<file path="config.mk">
export PLATFORM = sky130hd
export DESIGN_NAME = uart_tx_frame
export DESIGN_NICKNAME = d
export VERILOG_FILES = /design/src/rtl/uart_tx_frame.sv
export SDC_FILE = /design/constraint.sdc
export NUM_CORES = 1
export LEC_CHECK = 0
export ABC_AREA = 1
export BUFFER_PORTS_ARGS = -buffer_cell sky130_fd_sc_hd__buf_4
export CORE_ASPECT_RATIO = 1.1
export CORE_MARGIN = 2
export CORE_UTILIZATION = 35
export CTS_BUF_LIST = sky130_fd_sc_hd__clkbuf_8 sky130_fd_sc_hd__clkbuf_16
export DETAILED_ROUTE_END_ITERATION = 16
export PLACE_DENSITY = 0.59
export SYNTH_ARGS = -nofsm -noshare
export SYNTH_HDL_FRONTEND = slang
export SYNTH_SLANG_ARGS = --single-unit
</file>
<file path="constraint.sdc">
create_clock -name clk -period 2.6 [get_ports clk]
set_input_delay 0.26 -clock clk [delete_from_list [all_inputs] [get_ports clk]]
set_output_delay 0.26 -clock clk [all_outputs]
set_load 0.1 [all_outputs]
</file>
<file path="src/rtl/uart_tx_frame.sv">
// UART transmit framer: start bit, 8 data bits LSB first, optional even parity, stop bit.
// Define UART_TX_PARITY_EN to insert the even-parity bit between the data and the stop bit.
module uart_tx_frame #(
    parameter int CLKS_PER_BIT = 10
) (
    input  logic       clk,
    input  logic       rst,
    input  logic [7:0] tx_data,
    input  logic       tx_valid,
    output logic       tx_ready,
    output logic       serial_out,
    output logic       busy,
    output logic       tx_done
);

    localparam int CW = $clog2(CLKS_PER_BIT);
    localparam logic [CW-1:0] CNT_MAX = CW'(CLKS_PER_BIT - 1);

`ifdef UART_TX_PARITY_EN
    typedef enum logic [2:0] {IDLE, START, DATA, PARITY, STOP} state_t;
`else
    typedef enum logic [2:0] {IDLE, START, DATA, STOP} state_t;
`endif

    state_t        state, state_n;
    logic [CW-1:0] cnt, cnt_n;
    logic [2:0]    idx, idx_n;
    logic [7:0]    shreg, shreg_n;
    logic          line_n, ready_n, done_n;
    logic          bit_end;
`ifdef UART_TX_PARITY_EN
    logic          par, par_n;
`endif

    assign bit_end = (cnt == CNT_MAX);

    always_ff @(posedge clk or posedge rst) begin
        if (rst) begin
            state      <= IDLE;
            cnt        <= '0;
            idx        <= '0;
            shreg      <= '0;
            serial_out <= 1'b1;
            tx_ready   <= 1'b1;
            busy       <= 1'b0;
            tx_done    <= 1'b0;
`ifdef UART_TX_PARITY_EN
            par        <= 1'b0;
`endif
        end else begin
            state      <= state_n;
            cnt        <= cnt_n;
            idx        <= idx_n;
            shreg      <= shreg_n;
            serial_out <= line_n;
            tx_ready   <= ready_n;
            busy       <= ~ready_n;
            tx_done    <= done_n;
`ifdef UART_TX_PARITY_EN
            par        <= par_n;
`endif
        end
    end

    // Outputs are computed one cycle ahead so every port comes straight from a flop.
    always_comb begin
        state_n = state;
        cnt_n   = (state == IDLE || bit_end) ? '0 : cnt + 1'b1;
        idx_n   = idx;
        shreg_n = shreg;
        line_n  = serial_out;
        ready_n = tx_ready;
        done_n  = 1'b0;
`ifdef UART_TX_PARITY_EN
        par_n   = par;
`endif
        case (state)
            IDLE: begin
                idx_n = '0;
                if (tx_valid && tx_ready) begin
                    state_n = START;
                    shreg_n = tx_data;
                    line_n  = 1'b0;
                    ready_n = 1'b0;
`ifdef UART_TX_PARITY_EN
                    par_n   = ^tx_data;
`endif
                end
            end
            START: begin
                if (bit_end) begin
                    state_n = DATA;
                    line_n  = shreg[0];
                    shreg_n = shreg >> 1;
                end
            end
            DATA: begin
                if (bit_end) begin
                    idx_n = idx + 3'd1;
                    if (idx == 3'd7) begin
`ifdef UART_TX_PARITY_EN
                        state_n = PARITY;
                        line_n  = par;
`else
                        state_n = STOP;
                        line_n  = 1'b1;
`endif
                    end else begin
                        line_n  = shreg[0];
                        shreg_n = shreg >> 1;
                    end
                end
            end
`ifdef UART_TX_PARITY_EN
            PARITY: begin
                if (bit_end) begin
                    state_n = STOP;
                    line_n  = 1'b1;
                end
            end
`endif
            STOP: begin
                if (bit_end) begin
                    state_n = IDLE;
                    line_n  = 1'b1;
                    ready_n = 1'b1;
                    done_n  = 1'b1;
                end
            end
            default: begin
                state_n = IDLE;
                line_n  = 1'b1;
                ready_n = 1'b1;
            end
        endcase
    end

endmodule

</file>
==> run_results.csv, run 1 <==
group,metric,value,unit
synth,synth_cell_type_count,20,
worst_setup_path,worst_setup_path_start_kind,"register",
worst_setup_path,critical_path_peak_fanout,12,
sta,setup_violations,0,
clock_network,clk_latency,260,ps
die,die_y,65.15,um
clock_network,postCtsSetupBuffers,0,
worst_setup_path,required,2750,ps
clock_network,cts_tree,"done",
grt,grt.total_usage,13.18,%
worst_setup_path,worstPathArrival,1840,ps
clock_network,cts.path.max_buffers,2,
synth,synth_compound_area_share,3.470,%
worst_setup_path,crit_chain,"inv_1 > ha_1 > nand2_1 > nand2_1 > inv_1 > nand3_1 > nand2_1 > nand2_1",
synth,synth_seq_cells,21,
final_layout,drive_gt1_share,14.02,%
pwr,intPower,0.8695,mW
synth,synth_top_family_by_area,"simple AND/OR/NAND/NOR gates",
grt,antenna_found_initial,0,
clock_network,cts.repair.resized,0,
die,dieArea,3883,um2
clock_network,path_clk_slew,80,ps
die,die_x,59.60,um
route,ant_nets,0,
pwr,leakagePower,0.7682,nW
die,rows,22,
synth,muxShareOfSynthArea,0,%
final_layout,syn_to_final_growth,15.35,%
worst_setup_path,crit_top_cell,"nand2_1",
synth,syn-mean-instance-area,8.040,um2
synth,synthSimpleGateAreaFrac,34.38,%
pwr,clkPwrFrac,11.9,%
worst_setup_path,cp_top_family,"simple AND/OR/NAND/NOR gates",
grt,grt_pass1_vias,932,
route,drt-initial-drc-count,30,
worst_setup_path,worstReg2RegStart,"state[0]$_DFFE_PP0P_",
synth,synthCells,148,
route,vias,979,
worst_setup_path,path_buf_inv,2,
worst_setup_path,critPathMaxStageDelay,430,ps
worst_setup_path,crit_path_start,"state[0]$_DFFE_PP0P_",
final_layout,multiInputGateArea,593.1,um2
place,portBuffers,14,
sta,rsz0062_at_grt,"false",
route,drc_errors,0,
outcome,status,"complete, no violations",
route,routed_via_density,4.895,
die,coreArea,3303,um2
grt,grt_pass1_wl,4.002,mm
sta,period_minus_slack,1690,ps
sta,worstMarginPinSlew,789.0,ps
clock_network,ctsHtreeMaxLevel,1,
final_layout,seq_area,528.0,um2
sta,tns,0,ps
min_path,hold_class,"in2async",
synth,synthFlopType,"dfrtp_1",
pwr,p_per_area,1286,nW/um2
clock_network,holdBufCountCts,0,
synth,synth_fp_nets,169,
sta,final-max-slew-violation-count,0,
worst_setup_path,cp.depth,8,
clock_network,cts_root_buf,"clkbuf_8",
route,dr.pass1.iters,4,
worst_setup_path,critPathKind,"reg2reg",
sta,fmax,591.7,MHz
route,wl_per_cell,11.37,um
synth,synthArstFlopShare,100.0,%
sta,hold_ws,151.0,ps
pwr,swShare,50.76,%
worst_setup_path,cp_slowest_cell,"dfrtp_1",
final_layout,final_nets,186,
worst_setup_path,ff2ff_setup_slack,910,ps
sta,fin_crit_sh,65.00,%
synth,syn_area,1190,um2
synth,synthAdderAreaFrac,10.52,%
place,hpwlAfterDp,1.698,mm
sta,hold_violations,0,
clock_network,clock_sinks,21,
place,gp_congestion,0.8388,
pwr,p_comb_share,57.8,%
die,io_pins,15,
grt,grt_max_degree,22,
worst_setup_path,cp-end-kind,"register",
synth,yosysWarnings,0,
pwr,vdd_drop_max,0.0003574,V
synth,yosysSeqAreaShare,44.37,%
route,routed_wl,2.273,mm
worst_setup_path,reg2reg_depth,8,
worst_setup_path,reg2reg_to,"state[0]$_DFFE_PP0P_",
pwr,switchingPower,0.8963,mW
final_layout,fill_cells,340,
synth,synth-xor-area-share,1.472,%
synth,synth_edf_count,0,
die,initial_utilization,36.02,%
clock_network,cts_buffers,3,
sta,slew_headroom,47.34,%
run,maxCapViolCount,0,
pwr,power_frac_seq,30.3,%
grt,grt.overflow.total,0,
sta,skew,7.454,ps
worst_setup_path,cp-endpoint,"state[0]$_DFFE_PP0P_",
final_layout,diodes,0,
==> power by group through the flow <==
stage,Combinational (mW),Clock [mW],Sequential [mW]
global route,1.15,0.227,0.550
finish,1.02,0.210,0.535
floorplan,0.686,0,0.680
global placement,1.00,0,0.535
detailed placement,1.02,0,0.542
CTS,1.03,0.213,0.537
==> cell usage after synthesis (2+ instances only) <==
cell type   n  area share (%)
nand2_1    64              20
dfrtp_1    19              40
inv_1      15             4.7
ha_1       10              11
nand4_1    10             5.3
nor2_1     10             3.2
nand3_1     4             1.7
dfstp_2     2             4.4
nand3b_1    2             1.3
o21ai_0     2            0.84
==> per-stage QoR <==
stage               std cells  setup slack (ps)  utilization (%)  instance area, um2  power (mW)
CTS                       200             907.6            41.55                1373       1.775
floorplan                 148             998.5                -                1190       1.366
global route              200             736.5            41.55                1373       1.930
global placement          196             954.4            40.19                1328       1.539
detailed placement        196             928.2            40.19                1328       1.563
finish                    200             909.9            41.55                1373       1.766
==> cells by family (layout without fill, tap and decap cells) <==
kind of cell,Yosys count,count (layout)
adder cells (fa/ha/maj),10,10
flip-flops,21,21
XOR/XNOR,2,2
AO/OA/AOI/OAI,5,5
AND/OR/NAND/NOR,93,93
buffers and inverters,17,33
==> cell type report <==
type / instances / share of cell area (%)
inverter: 15 / 4.102
clock inverter: 1 / 0.2735
timing repair buffer: 14 / 7.657
clock buffer: 3 / 3.008
multi-input combinational: 110 / 43.21
sequential: 21 / 38.47
tap: 36 / 3.282
==> registers in the layout, summed over array words and instances (netlist names) <==
register    flops
tx_done         1
idx             3
shreg           8
busy            1
serial_out      1
state           2
tx_ready        1
cnt             4
==> placed cells by master (no fill, tap or decap), drive strengths merged <==
cell type / Yosys / layout
clkbuf: 0 / 3
xnor2: 1 / 1
dfstp: 2 / 2
a21boi: 2 / 2
dfrtp: 19 / 19
nand4: 10 / 10
ha: 10 / 10
a21oi: 1 / 1
o21ai: 2 / 2
xor2: 1 / 1
nand2: 65 / 65
inv: 15 / 16
nor2: 10 / 10
nand3: 6 / 6
buf: 2 / 14
nand3b: 2 / 2
==> worst reg2reg max path: cells and delay by family, from the launching register on <==
family,cells,cell delay (ps)
simple gates,5,690
flops,1,430
fa+ha+maj,1,250
buf+inv,2,210
==> how the worst min path moves through the flow <==
stage	startpoint	end	slack (ps)
final	rst	shreg[0]$_DFFE_PP0P_	150
after global routing	rst	tx_done$_DFF_PP0_	230
after CTS	rst	cnt[3]$_DFF_PP0_	200
after detailed placement	shreg[0]$_DFFE_PP0P_	shreg[0]$_DFFE_PP0P_	460
after global placement	rst	shreg[4]$_DFFE_PP0P_	460
after floorplan	rst	busy$_DFF_PP0_	240
==> layer usage <==
layer	vias to the layer above	global-route usage, %	wire (um)	part of all wire [%]
met4	0	5.000	29	1.3
met2	12	22.25	1160	51
met5	-	0	0	0
met3	2	1.181	46	2.0
met1	463	17.27	1035	46
li1	502	-	-	-
Power figures use the tool's default switching activity.
==> run 2: changes to the inputs <==
--- a/config.mk
+++ b/config.mk
@@ -5,14 +5,14 @@
 export SDC_FILE = /design/constraint.sdc
 export NUM_CORES = 1
 export LEC_CHECK = 0
-export ABC_AREA = 1
+export ABC_AREA = 0
 export BUFFER_PORTS_ARGS = -buffer_cell sky130_fd_sc_hd__buf_4
 export CORE_ASPECT_RATIO = 1.1
 export CORE_MARGIN = 2
 export CORE_UTILIZATION = 35
 export CTS_BUF_LIST = sky130_fd_sc_hd__clkbuf_8 sky130_fd_sc_hd__clkbuf_16
 export DETAILED_ROUTE_END_ITERATION = 16
-export PLACE_DENSITY = 0.59
+export PLACE_DENSITY = 0.61
 export SYNTH_ARGS = -nofsm -noshare
 export SYNTH_HDL_FRONTEND = slang
 export SYNTH_SLANG_ARGS = --single-unit
==> constraint.sdc (replaced) <==
create_clock -name clk -period 1.5 [get_ports clk]
set_input_delay 0.15 -clock clk [delete_from_list [all_inputs] [get_ports clk]]
set_output_delay 0.15 -clock clk [all_outputs]
set_load 0.1 [all_outputs]
==> run 2 against run 1 <==
Compared with the run above:
- the run now ends with negative setup slack left
- critical endpoint is now shreg[4]$_DFFE_PP0P_
- sequential share of layout area fell by 5.5 points
- die area rose by 1.5%
- critical path depth fell by 2
- global-route usage rose by 0.48 points
==> run_results.csv, run 2 <==
group,metric,value,unit
outcome,status,"finished with violations",
outcome,violations,"negative setup slack",
synth,synth_area_leaders,"dfrtp_1, ha_1, mux2_4",
synth,synth_area_leader_cell,"dfrtp_1",
final_layout,largest_register_ffs,8,
route,ant_nets,0,
synth,synth_compound_area_share,8.799,%
route,routed_wl,2.316,mm
route,routed_via_density,4.561,
clock_network,cts.path.max_buffers,2,
die,die_x,60.03,um
synth,synthCells,98,
final_layout,final_cell_count_no_fill,180,
worst_setup_path,crit_chain,"inv_4 > ha_2 > a21bo_4 > nand2_4 > nor2_8 > mux2_4",
sta,worst_slack,-145.3,ps
sta,fin_crit_sh,109.7,%
synth,synthSimpleGateAreaFrac,12.11,%
die,die_y,65.64,um
sta,slew_headroom,81.67,%
worst_setup_path,critical_path_peak_fanout,7,
sta,skew,1.812,ps
place,dpl.cell_count,172,
final_layout,syn_to_final_growth,34.06,%
synth,synth-xor-area-share,1.449,%
clock_network,clk_latency,260,ps
final_layout,drive_gt1_share,55.30,%
worst_setup_path,required,1650,ps
final_layout,largest_registers,"shreg (8), cnt (4), idx (3)",
worst_setup_path,cp-end-kind,"register",
die,rows,22,
sta,hold_ws,150.9,ps
place,portBuffers,14,
synth,synthAdderAreaFrac,10.35,%
place,hpwlAfterDp,1.722,mm
synth,muxShareOfSynthArea,18.32,%
route,vias,821,
synth,yosysWarnings,0,
grt,grt.total_usage,13.66,%
final_layout,final_nets,154,
clock_network,clock_sinks,21,
synth,synth_fp_nets,119,
clock_network,path_clk_slew,80,ps
sta,rsz0062_at_grt,"true",
sta,final-max-slew-violation-count,0,
route,dr.pass1.iters,4,
worst_setup_path,cp_slowest_cell,"dfrtp_2",
synth,syn-mean-instance-area,12.33,um2
sta,worstMarginPinSlew,274.9,ps
final_layout,utilization,48.65,%
route,drt-initial-drc-count,11,
grt,grt_pass1_wl,4.008,mm
die,initial_utilization,36.29,%
synth,synth_top_family_by_area,"multiplexers",
synth,yosysSeqAreaShare,43.69,%
grt,grt.overflow.total,0,
run,maxCapViolCount,0,
final_layout,fill_cells,299,
worst_setup_path,ff2ff_setup_slack,-150,ps
final_layout,layout_common_cells,"buf_4, dfrtp_1, mux2_4",
synth,synth_seq_cells,21,
synth,yosysMostFrequentCell,"dfrtp_1",
synth,netlist_top_cells_count,"dfrtp_1, ha_1, inv_1, mux2_4",
final_layout,top_register,"shreg",
grt,grt_pass1_vias,887,
synth,synthArstFlopShare,100.0,%
clock_network,cts_tree,"done",
sta,hold_violations,0,
place,gp_congestion,0.7768,
pwr,vdd_drop_max,0.0009746,V
final_layout,diodes,0,
sta,setup_violations,14,
place,post-place-ws,-229.4,ps
synth,synth_cell_type_count,29,
final_layout,final_common_cell,"buf_4",
sta,fmax,607.8,MHz
synth,synthFlopType,"dfrtp_1",
worst_setup_path,worstPathArrival,1800,ps
grt,antenna_found_initial,0,
die,dieArea,3940,um2
synth,yosysTopAreaCellShare,39.34,%
synth,syn_area,1209,um2
pwr,p_per_area,2393,nW/um2
grt,grt_max_degree,22,
route,drc_errors,0,
die,coreArea,3331,um2
worst_setup_path,worst_setup_path_start_kind,"register",
clock_network,ctsHtreeMaxLevel,1,
worst_setup_path,critPathKind,"reg2reg",
min_path,hold_class,"in2reg",
clock_network,cts_root_buf,"clkbuf_8",
route,wl_per_cell,12.87,um
synth,synth_edf_count,0,
die,io_pins,15,
worst_setup_path,critPathMaxStageDelay,460,ps
clock_network,cts_buffers,3,
sta,period_minus_slack,1645,ps
pwr,leakagePower,0.7714,nW
-- run 2: cell count changes after synthesis, moves of 4 or more --
cell / previous run / this run
mux2_2: 0 / 7
nand4_1: 10 / 0
nor3_1: 0 / 4
nor2_1: 10 / 4
nand2_1: 64 / 7
nand3_1: 4 / 0
mux2_4: 0 / 8
inv_1: 15 / 8
-- run 2: area by class of cell --
type / count / area, um2 / share of cell area (%)
multi-input cells: 65 / 686.9 / 42.39
flip-flops and latches: 21 / 534.3 / 32.97
repair buffers: 34 / 257.7 / 15.91
clock buffers: 3 / 41.29 / 2.548
inverters: 8 / 35.03 / 2.162
well taps: 48 / 60.06 / 3.707
clock inverters: 1 / 5.005 / 0.3089
-- run 2: what timing repair did --
item	CTS	global route
endpoints found under the setup margin	14	16
resized for setup	3	10
endpoints found under the hold margin	19	0
gates cloned	0	0
hold buffers	1	0
setup buffers	2	1
pin swaps	2	2
-- run 2: path summary, 6_finish.rpt --
path                                   startpoint                endpoint  cells past startpoint
setup / recovery             state[0]$_DFFE_PP0P_    shreg[4]$_DFFE_PP0P_                      6
hold / removal                         tx_data[7]    shreg[7]$_DFFE_PP0P_                      3
setup reg to reg             state[0]$_DFFE_PP0P_    shreg[4]$_DFFE_PP0P_                      6
hold reg to reg            serial_out$_DFFE_PP1P_  serial_out$_DFFE_PP1P_                      2
max in group asynchronous                     rst  serial_out$_DFFE_PP1P_                      4
min in group asynchronous                     rst    shreg[6]$_DFFE_PP0P_                      4
-- run 2: logic make-up after synthesis --
group                      Yosys count
muxes                               16
AOI/OAI and AO/OA                   14
and+or+nand+nor                     23
DFF                                 21
xor gates and xnor gates             2
adders and majority gates           10
buffers and inverters               12
-- run 2: stage by stage --
stage / area, um2 / TNS [ps] / total power, mW
after floorplan: 1241 / -1221 / 2.702
after global placement: 1491 / -1861 / 3.223
after detailed placement: 1491 / -2292 / 3.298
after CTS: 1570 / -1559 / 3.741
after global routing: 1620 / -2111 / 4.150
final: 1620 / -1196 / 3.877
-- run 2: power breakdown --
group	internal (mW)	total, mW	switching, mW
clock network	0.185	0.375	0.189
registers	0.829	0.996	0.167
logic	1.30	2.51	1.21
total	2.31	3.88	1.57
-- run 2: worst max-delay path: cells and delay by family, from the launching register on --
family	cells	cell delay (ps)
muxes	1	310
adders and majority gates	1	250
and+or+nand+nor	2	150
DFF	1	460
buffers and inverters	1	100
AOI/OAI and AO/OA	1	270
-- run 2: per-layer routing --
layer	GRT usage, %	vias to the layer above	part of all wire [%]
met5	0	-	0
met4	5.833	0	1.6
met3	2.362	3	2.7
met2	22.28	13	52
met1	17.50	399	44
li1	-	406	-
==> run 3: changes to the inputs <==
--- a/config.mk
+++ b/config.mk
@@ -7,10 +7,9 @@
 export LEC_CHECK = 0
 export ABC_AREA = 0
 export BUFFER_PORTS_ARGS = -buffer_cell sky130_fd_sc_hd__buf_4
-export CORE_ASPECT_RATIO = 1.1
+export CORE_ASPECT_RATIO = 0.8
 export CORE_MARGIN = 2
 export CORE_UTILIZATION = 35
-export CTS_BUF_LIST = sky130_fd_sc_hd__clkbuf_8 sky130_fd_sc_hd__clkbuf_16
 export DETAILED_ROUTE_END_ITERATION = 16
 export PLACE_DENSITY = 0.61
 export SYNTH_ARGS = -nofsm -noshare
==> run 3 against run 2 <==
Compared with the run above:
- the run still ends with negative setup slack left
- total power up 11%
- clock power down 1%
- critical endpoint unchanged
- global-route usage down 0.42 points
- hold slack better by 6.6 ps
- clock skew down 1.0 ps
- maximum frequency down 1.2%
- first-iteration DRC count rose to 3.6 times the previous value
- wire length up 3.9%
- critical path type unchanged
==> run_results.csv, run 3 (synthesized netlist as in run 2, its figures left out) <==
group,metric,value,unit
outcome,status,"finished with violations",
outcome,violations,"negative setup slack",
worst_setup_path,critical_path_peak_fanout,7,
sta,fmax,600.4,MHz
final_layout,largest_register_ffs,8,
place,portBuffers,14,
pwr,p_comb_share,68.5,%
final_layout,seq_area,533.0,um2
route,drt-initial-drc-count,40,
final_layout,diodes,0,
pwr,leakagePower,0.8073,nW
pwr,p_per_area,2524,nW/um2
place,post-place-ws,-205.9,ps
grt,grt_pass1_vias,851,
run,maxCapViolCount,0,
pwr,intPower,2.621,mW
die,die_y,56.56,um
sta,worst_slack,-165.7,ps
route,wl_per_cell,13.30,um
clock_network,path_clk_slew,70,ps
die,initial_utilization,35.80,%
die,die_x,69.70,um
sta,fin_crit_sh,111.0,%
worst_setup_path,cp-endpoint,"shreg[4]$_DFFE_PP0P_",
route,ant_nets,0,
clock_network,cts_root_buf,"clkbuf_8",
grt,grt_max_degree,13,
route,drc_errors,0,
worst_setup_path,reg2reg_to,"shreg[4]$_DFFE_PP0P_",
die,coreArea,3376,um2
min_path,hold_class,"in2reg",
sta,tns,-1435,ps
die,dieArea,3942,um2
sta,rsz0062_at_grt,"true",
place,gp_congestion,0.7643,
final_layout,fill_cells,297,
sta,setup_violations,11,
die,io_pins,15,
clock_network,cts_buffers,3,
clock_network,cts_tree,"done",
place,hpwlAfterDp,1.797,mm
route,routed_wl,2.407,mm
worst_setup_path,worstPathArrival,1810,ps
worst_setup_path,worst_setup_path_start_kind,"register",
sta,slew_headroom,74.92,%
clock_network,clk_latency,260,ps
pwr,vdd_drop_max,0.0008822,V
final_layout,largest_registers,"shreg (8), cnt (4), idx (3)",
grt,grt.overflow.total,0,
final_layout,multiInputGateArea,733.2,um2
worst_setup_path,cp-end-kind,"register",
sta,final-max-slew-violation-count,0,
grt,grt_pass1_wl,4.160,mm
final_layout,syn_to_final_growth,41.61,%
route,dr.pass1.iters,3,
place,placed_area,1506,um2
pwr,swShare,39.34,%
sta,hold_violations,0,
final_layout,top_register,"shreg",
worst_setup_path,crit_path_start,"state[0]$_DFFE_PP0P_",
pwr,power_frac_seq,22.9,%
final_layout,fin_area,1712,um2
worst_setup_path,worstReg2RegStart,"state[0]$_DFFE_PP0P_",
sta,worstMarginPinSlew,375.8,ps
clock_network,cts.path.max_buffers,2,
worst_setup_path,reg2reg_depth,6,
worst_setup_path,required,1650,ps
final_layout,drive_gt1_share,60.43,%
grt,antenna_found_initial,0,
sta,period_minus_slack,1666,ps
final_layout,layout_common_cells,"buf_4, dfrtp_1, mux2_4",
clock_network,clock_sinks,21,
grt,grt.total_usage,13.24,%
sta,skew,0.7964,ps
pwr,switchingPower,1.700,mW
final_layout,final_nets,161,
die,rows,19,
clock_network,ctsHtreeMaxLevel,1,
final_layout,final_common_cell,"buf_4",
worst_setup_path,ff2ff_setup_slack,-170,ps
route,routed_via_density,4.663,
route,vias,844,
sta,hold_ws,157.5,ps
worst_setup_path,critPathKind,"reg2reg",
pwr,clkPwrFrac,8.6,%
[run 3: changes by cell type in the layout (fill, tap and decap cells not counted), moves of 2 or more]
cell / previous run / this run
inv_2: 0 / 2
buf_6: 0 / 2
buf_4: 33 / 37
o21ai_2: 0 / 2
[run 3: power by group through the flow]
stage	Combinational, mW	Sequential (mW)	Clock, mW
2_1_floorplan	1.44	1.26	0
3_3_place_gp	2.36	0.969	0
3_5_place_dp	2.42	0.980	0
4_1_cts	2.63	0.973	0.393
5_1_grt	3.18	1.02	0.410
6_report	2.96	0.988	0.371
[run 3: area by class of cell]
class / count / share of cell area (%)
repair buffers: 41 / 18.42
flip-flops and latches: 21 / 31.14
multi-input cells: 65 / 42.84
inverters: 8 / 1.901
well taps: 42 / 3.070
clock buffers: 4 / 2.632
[run 3: per-stage QoR]
step | total power [mW] | instances | util [%]
6_report | 4.321 | 181 | 50.70
5_1_grt | 4.609 | 181 | 50.70
4_1_cts | 3.992 | 176 | 48.18
3_5_place_dp | 3.400 | 169 | 44.63
3_3_place_gp | 3.330 | 169 | 44.63
2_1_floorplan | 2.702 | 98 | -
[run 3: worst min path at each step]
stage | startpoint | to | depth (start not counted)
after global routing | tx_data[7] | shreg[7]$_DFFE_PP0P_ | 3
final | tx_data[7] | shreg[7]$_DFFE_PP0P_ | 3
after CTS | tx_data[7] | shreg[7]$_DFFE_PP0P_ | 3
after detailed placement | rst | shreg[7]$_DFFE_PP0P_ | 2
after floorplan | rst | busy$_DFF_PP0_ | 1
after global placement | rst | shreg[7]$_DFFE_PP0P_ | 2
[run 3: repair_timing]
item | 4_1_cts | 5_1_grt
buffers inserted | 2 | 5
setup endpoints to repair | 16 | 16
pin swaps | 3 | 4
endpoints found under the hold margin | 7 | 0
gates resized for setup | 9 | 14
hold buffers | 1 | 0
[run 3: per-layer routing]
layer	share of wire (%)	global-route usage (%)	wire, um
met3	2.5	2.693	59
met4	0	2.473	0
met1	47	17.87	1141
met2	50	22.39	1206
met5	0	0	0
[run 3: critical path: stages, from the launching register on]
cell     delay, ps
dfrtp_1        410
buf_4          160
ha_4           180
nor2_8         100
mux2i_4        310
nor2_8          90
mux2_4         300
